### config.mk
export PLATFORM = sky130hd
export DESIGN_NAME = sync_fifo
export DESIGN_NICKNAME = d
export VERILOG_FILES = /design/src/rtl/sync_fifo_pkg.sv /design/src/rtl/sync_fifo_ram.sv /design/src/rtl/sync_fifo.sv
export SDC_FILE = /design/constraint.sdc
export NUM_CORES = 2
export LEC_CHECK = 0
export CAP_MARGIN = 40
export CORE_UTILIZATION = 50
export CTS_BUF_LIST = sky130_fd_sc_hd__clkbuf_2 sky130_fd_sc_hd__clkbuf_4 sky130_fd_sc_hd__clkbuf_8
export DETAILED_ROUTE_END_ITERATION = 8
export PLACE_DENSITY = 0.67
export SETUP_SLACK_MARGIN = 0.4
export SLEW_MARGIN = 10
export SYNTH_ARGS = -nofsm -noshare
export SYNTH_HDL_FRONTEND = slang
export SYNTH_SLANG_ARGS = --single-unit
### constraint.sdc
create_clock -name clk -period 2.99 [get_ports clk]
set_input_delay 0.299 -clock clk [delete_from_list [all_inputs] [get_ports clk]]
set_output_delay 0.299 -clock clk [all_outputs]
set_load 0.05 [all_outputs]
### src/rtl/sync_fifo_pkg.sv
// Shared definitions for the sync_fifo slice: read-mode encoding, storage
// style hint, reset values and a constant-evaluable clog2.
package sync_fifo_pkg;

  // Read-side presentation mode.
  typedef enum logic {
    RD_STANDARD = 1'b0,
    RD_FWFT     = 1'b1
  } rd_mode_e;

  // Default ram_style attribute value for the storage array.
  localparam string RAM_STYLE_DEFAULT = "block";

  // Reset values of the status flags.
  localparam logic RST_FLAG_LOW = 1'b0;
  localparam logic RST_EMPTY    = 1'b1;

  // Ceiling log2, usable in parameter/localparam expressions.
  function automatic int unsigned clog2(input int unsigned value);
    int unsigned v;
    int unsigned r;
    v = (value > 0) ? value - 1 : 0;
    r = 0;
    while (v > 0) begin
      r++;
      v = v >> 1;
    end
    return r;
  endfunction

endpackage

### src/rtl/sync_fifo_ram.sv
// Simple dual-port storage for sync_fifo: one write port, one read port with
// a registered output. Only the read register is reset; the array is not.
module sync_fifo_ram
  import sync_fifo_pkg::*;
#(
  parameter int unsigned DEPTH      = 256,
  parameter int unsigned WIDTH      = 8,
  parameter int unsigned ADDR_WIDTH = 8,
  parameter string       RAM_TYPE   = RAM_STYLE_DEFAULT
) (
  input  logic                  clk,
  input  logic                  rstn,
  input  logic                  wr_en,
  input  logic [ADDR_WIDTH-1:0] wr_addr,
  input  logic [WIDTH-1:0]      wr_data,
  input  logic                  rd_en,
  input  logic [ADDR_WIDTH-1:0] rd_addr,
  output logic [WIDTH-1:0]      rd_data
);

  (* ram_style = RAM_TYPE *) logic [WIDTH-1:0] mem_q [DEPTH];

  logic [WIDTH-1:0] rd_data_q;
  logic [WIDTH-1:0] rd_data_d;

  // Array write port.
  always_ff @(posedge clk) begin
    if (wr_en) begin
      mem_q[wr_addr] <= wr_data;
    end
  end

  // Next read-register value: load on a read, otherwise hold.
  always_comb begin
    rd_data_d = rd_data_q;
    if (rd_en) begin
      rd_data_d = mem_q[rd_addr];
    end
  end

  // Registered read output.
  always_ff @(posedge clk or negedge rstn) begin
    if (!rstn) begin
      rd_data_q <= '0;
    end else begin
      rd_data_q <= rd_data_d;
    end
  end

  assign rd_data = rd_data_q;

endmodule

### src/rtl/sync_fifo.sv
// Single-clock FIFO with first-word-fall-through or standard read mode,
// optional occupancy count and write acknowledge.
module sync_fifo
  import sync_fifo_pkg::*;
#(
  parameter int unsigned FIFO_DEPTH  = 256,
  parameter int unsigned BYTE_WIDTH  = 1,
  parameter int unsigned COUNT_WIDTH = 8,
  parameter int unsigned FWFT        = 1,
  parameter int unsigned COUNT_ENA   = 1,
  parameter int unsigned COUNT_DELAY = 1,
  parameter int unsigned DATA_ZERO   = 0,
  parameter int unsigned ACK_ENA     = 1,
  parameter string       RAM_TYPE    = RAM_STYLE_DEFAULT
) (
  input  logic                    clk,
  input  logic                    rstn,
  input  logic                    wr_en,
  input  logic [8*BYTE_WIDTH-1:0] wr_data,
  output logic                    wr_ack,
  output logic                    wr_full,
  input  logic                    rd_en,
  output logic                    rd_valid,
  output logic [8*BYTE_WIDTH-1:0] rd_data,
  output logic                    rd_empty,
  output logic [COUNT_WIDTH-1:0]  data_count
);

  localparam int unsigned AW      = clog2(FIFO_DEPTH);
  localparam int unsigned OW      = AW + 1;
  localparam int unsigned DW      = 8 * BYTE_WIDTH;
  localparam int unsigned CNT_MAX = (1 << COUNT_WIDTH) - 1;
  localparam rd_mode_e    RD_MODE = (FWFT != 0) ? RD_FWFT : RD_STANDARD;

  logic [AW-1:0]          wr_ptr_q, wr_ptr_d;
  logic [AW-1:0]          rd_ptr_q, rd_ptr_d;
  logic [OW-1:0]          occ_q, occ_d;
  logic                   wr_full_q, wr_full_d;
  logic                   wr_ack_q, wr_ack_d;
  logic                   ram_valid_q, ram_valid_d;
  logic                   out_valid_q, out_valid_d;
  logic [DW-1:0]          out_data_q, out_data_d;
  logic [COUNT_WIDTH-1:0] cnt_q, cnt_d;
  logic [COUNT_WIDTH-1:0] cnt_dly_q, cnt_dly_d;

  logic          wr_acc;
  logic          pop;
  logic          ram_rd;
  logic          out_load;
  logic          mem_avail;
  logic [OW-1:0] staged;
  logic [DW-1:0] ram_rd_data;
  logic [DW-1:0] rd_data_raw;

  sync_fifo_ram #(
    .DEPTH      (FIFO_DEPTH),
    .WIDTH      (DW),
    .ADDR_WIDTH (AW),
    .RAM_TYPE   (RAM_TYPE)
  ) u_ram (
    .clk     (clk),
    .rstn    (rstn),
    .wr_en   (wr_acc),
    .wr_addr (wr_ptr_q),
    .wr_data (wr_data),
    .rd_en   (ram_rd),
    .rd_addr (rd_ptr_q),
    .rd_data (ram_rd_data)
  );

  // Flow control: accepted write, pop, RAM read issue and prefetch transfer.
  // In FWFT mode the RAM read register and the output register form a
  // two-stage prefetch; words sitting in either stage still count as
  // occupancy, so the array only holds occ minus the staged words.
  always_comb begin
    wr_acc    = wr_en & ~wr_full_q;
    staged    = OW'(ram_valid_q) + OW'(out_valid_q);
    mem_avail = 1'b0;
    pop       = 1'b0;
    out_load  = 1'b0;
    ram_rd    = 1'b0;
    ram_valid_d = ram_valid_q;
    out_valid_d = out_valid_q;
    if (RD_MODE == RD_FWFT) begin
      mem_avail   = occ_q > staged;
      pop         = rd_en & out_valid_q;
      out_load    = ram_valid_q & (~out_valid_q | pop);
      ram_rd      = mem_avail & (~ram_valid_q | out_load);
      ram_valid_d = ram_rd | (ram_valid_q & ~out_load);
      out_valid_d = out_load | (out_valid_q & ~pop);
    end else begin
      pop         = rd_en & (occ_q != '0);
      ram_rd      = pop;
      ram_valid_d = pop;
      out_valid_d = 1'b0;
    end
  end

  // Pointers, occupancy, flags, ack and count next-state.
  always_comb begin
    wr_ptr_d   = wr_ptr_q + AW'(wr_acc);
    rd_ptr_d   = rd_ptr_q + AW'(ram_rd);
    occ_d      = occ_q + OW'(wr_acc) - OW'(pop);
    wr_full_d  = (occ_d == OW'(FIFO_DEPTH));
    wr_ack_d   = (ACK_ENA != 0) ? wr_acc : 1'b0;
    out_data_d = out_load ? ram_rd_data : out_data_q;
    cnt_d      = COUNT_WIDTH'(occ_d);
    if (32'(occ_d) > CNT_MAX) begin
      cnt_d = '1;
    end
    cnt_dly_d  = cnt_q;
  end

  // State registers.
  always_ff @(posedge clk or negedge rstn) begin
    if (!rstn) begin
      wr_ptr_q    <= '0;
      rd_ptr_q    <= '0;
      occ_q       <= '0;
      wr_full_q   <= RST_FLAG_LOW;
      wr_ack_q    <= RST_FLAG_LOW;
      ram_valid_q <= RST_FLAG_LOW;
      out_valid_q <= RST_FLAG_LOW;
      out_data_q  <= '0;
      cnt_q       <= '0;
      cnt_dly_q   <= '0;
    end else begin
      wr_ptr_q    <= wr_ptr_d;
      rd_ptr_q    <= rd_ptr_d;
      occ_q       <= occ_d;
      wr_full_q   <= wr_full_d;
      wr_ack_q    <= wr_ack_d;
      ram_valid_q <= ram_valid_d;
      out_valid_q <= out_valid_d;
      out_data_q  <= out_data_d;
      cnt_q       <= cnt_d;
      cnt_dly_q   <= cnt_dly_d;
    end
  end

  // Output presentation for the selected read mode.
  always_comb begin
    if (RD_MODE == RD_FWFT) begin
      rd_valid    = out_valid_q;
      rd_empty    = ~out_valid_q;
      rd_data_raw = out_data_q;
    end else begin
      rd_valid    = ram_valid_q;
      rd_empty    = (occ_q == '0) ? RST_EMPTY : 1'b0;
      rd_data_raw = ram_rd_data;
    end
    rd_data = rd_data_raw;
    if ((DATA_ZERO != 0) && !rd_valid) begin
      rd_data = '0;
    end
    data_count = '0;
    if (COUNT_ENA != 0) begin
      data_count = (COUNT_DELAY != 0) ? cnt_dly_q : cnt_q;
    end
  end

  assign wr_full = wr_full_q;
  assign wr_ack  = wr_ack_q;

endmodule

==> run metrics <==
outcome finished, final reports clean; fraction of layout cells with a size suffix above 1 a little over a third; routed length per instance between 20 and 30 um; antenna violations before repair 5; die width 408 um; register bit total from synthesis about 2100; CTS tree done; global-route usage over all layers between 20% and 30%; first-pass GRT wire length ~320000 um; Row Count ~150; Sw Ratio between 30% and 40%; pre-CTS setup slack -0.134 ns; Slew Viols, Final 0; DRC Markers 0; Mapped Nets 4173; crit path max fanout 9; Synthesis Warnings 0; Core ar. roughly 0.16 sq mm; Hold/Removal Path Class primary input to flop; Comb power frac 35.4%; Lkg Pwr between 30 and 40 nW; Top Ports 32; Slew Limit Headroom 36.4%; Layout Area Growth over Synthesis 19.4%; Final GP Congestion between 0.9 and 1; share of total power in sequential cells 37.4%; Power Total about 90 mW; Initial Util roughly 51%; top cells by area, synth edfxtp_1 (74%), mux4_2 (11%), mux2i_1 (2.8%); Setup Crit Path Kind flop to flop; CTS sink cnt between 2000 and 2500; die area around 0.17 sq mm; Yosys cell types 66; clock skew ~0.11 ns; Seq/Total Area, Yosys between 70% and 80%; unrepaired setup endpoints after global routing yes; Setup Viol. Count Final 0; vias in the first global route ~45000; min Tclk post-route about 3.0 ns; CTS buffer count 348; critical path arrival roughly 3.9 ns; Final Hold Viols 0; Worst Tran Pin Value roughly 0.95 ns; Crit path required time just under 4 ns; DIE HEIGHT approximately 410 um; crit share post-route between 90% and 100%; Mean Syn Cell Area 20.0 sq um; fmax about 0.34 GHz; Inst Count DP roughly 6800; share of total power in the clock network 27.2%; IO buf count 31; CTS clock-pin slew for the worst setup and hold paths 0.07 ns; Iter 0 DRT Violations ~5700; Final HPWL DP between 100000 and 150000 um; H-tree depth 5; worst setup margin 0.0295 ns; Int Pwr between 60 and 70 mW; Syn Std Cell Area slightly above 0.08 sq mm; Max Cap Viol 0; non-filler cells, final ~7500; Post-synth ARST share 2.89%; largest net degree at the start of global routing 128; top_reg_cell synth edfxtp_1; most frequent cell after synthesis edfxtp_1; leading area contributor after synthesis edfxtp_1; Routed WL about 220000 um; CP endpoint kind flop; share of the synthesized area in the top cell type between 70% and 80%; post-route ant nets 0; fin nets roughly 5000; final core utilization 60.4%; EDFF count, synth slightly above 2000; crit start category flop; total grt overflow 0; root buf cell clkbuf_8; Post-synth top cells edfxtp_1 (2048), mux4_2 (407), nor2_1 (302); Vias per Instance between 6 and 7; clk_lat worst skew around 1.1 ns; Pre-antenna DRT Iters 5; buffer depth of the longest clock path 4; VDD IR max roughly 0.00075 V; PD cells just over 900 mW/mm^2; via count roughly 45000; Post-Synthesis Cells 4136; net switching power figure roughly 29 mW
[flip-flops by register name (all words and copies together), names as in the netlist]
signal,cells
data_count,8
occ_q,9
wr_ptr_q,8
u_ram.mem_q,2048
wr_ack,1
rd_ptr_q,8
u_ram.rd_data,8
wr_full,1
ram_valid_q,1
rd_data,8
cnt_dly_d,8
rd_valid,1
[worst paths after layout]
path | start | to | slack (ns) | depth (start not counted)
worst max register to register | rd_ptr_q[0] | u_ram.rd_data[0] | 0.03 | 8
worst min-delay path | rd_en | rd_valid | 0.10 | 4
max in group asynchronous | rstn | rd_ptr_q[2] | 2.08 | 5
min in group asynchronous | rstn | data_count[1] | 0.18 | 3
worst max-delay path | rd_ptr_q[0] | u_ram.rd_data[0] | 0.03 | 8
worst min register to register | cnt_dly_d[2] | data_count[2] | 0.35 | 0
[metal layers]
| metal | track usage, % | wire, um | share of wire, % |
|---|---|---|---|
| met3 | 6.55 | 22400 | 10 |
| met4 | 10.1 | 8180 | 3.7 |
| met2 | 40.4 | 102000 | 47 |
| met5 | 0 | 0 | 0 |
| met1 | 36.1 | 86500 | 39 |
[power groups by stage]
stage	logic [mW]	clock network [mW]	registers, mW
floorplan	16.5	0	34.2
global placement	28.8	0	34.3
detailed placement	28.9	0	34.3
CTS	30.4	24.8	33.7
global route	33.1	26.1	33.8
finish	31.9	24.5	33.7
[cells by family (layout without fill, tap and decap cells)]
family                   count (synthesis)  count (layout)  synth area share, %
buffers and inverters                  281            1414                 2.04
AND/OR/NAND/NOR                        586             586                 3.04
XOR/XNOR                                19              19                0.201
AO/OA/AOI/OAI                          439             439                 3.59
multiplexers                           677             677                 14.4
flip-flops                            2109            2109                 76.3
adder cells (fa/ha/maj)                 25              25                0.388
other                                    0               9                    0
[per-stage QoR]
| stage | TNS, ns | hold slack [ns] | area [sq um] |
|---|---|---|---|
| after global placement | -1.27 | 0.333 | 90200 |
| after floorplan | 0 | 0.00341 | 82600 |
| after CTS | 0 | 0.00561 | 97800 |
| final | 0 | 0.101 | 98600 |
| after global routing | -0.0647 | 0.0812 | 98600 |
| after detailed placement | -1.17 | 0.188 | 90200 |
[worst max-delay path: stages (launching register included)]
cell and delay (ns):
dfrtp_4 0.52, buf_12 0.24, buf_16 0.16, mux4_2 0.53
mux4_2 0.57, a221oi_2 0.32, buf_4 0.17, o21ai_4 0.09
a31o_1 0.21
[cell type report]
cell class	count	area, sq um
Multi-Input combinational cell	1746	18600
Timing Repair Buffer	785	7450
Sequential cell	2109	63000
Clock inverter	137	931
Inverter	32	125
Antenna cell	9	22.5
Tap cell	2175	2720
Fill cell	11600	64700
Clock buffer	460	5700
[timing repair]
item                       4_1_cts  5_1_grt
resized for setup              100      109
cloned                           5        3
hold buffers                    10        0
setup endpoints to repair       36       30
hold endpoints to repair       853        0
buffers inserted                32       29
pin swaps                       18       36
[cell usage in the layout (no fill, tap or decap), types with 56 or more instances in the layout]
cell	synthesis	final
a22oi_1	67	58
mux4_2	407	407
buf_12	2	80
a21oi_1	99	89
edfxtp_1	2048	2048
nand2_1	125	115
o221ai_1	63	56
clkbuf_8	0	367
nor2_1	302	297
clkbuf_4	0	101
buf_4	25	625
clkinv_1	1	79
mux2i_1	232	220
Note: power is estimated with default switching activity, not from simulation.
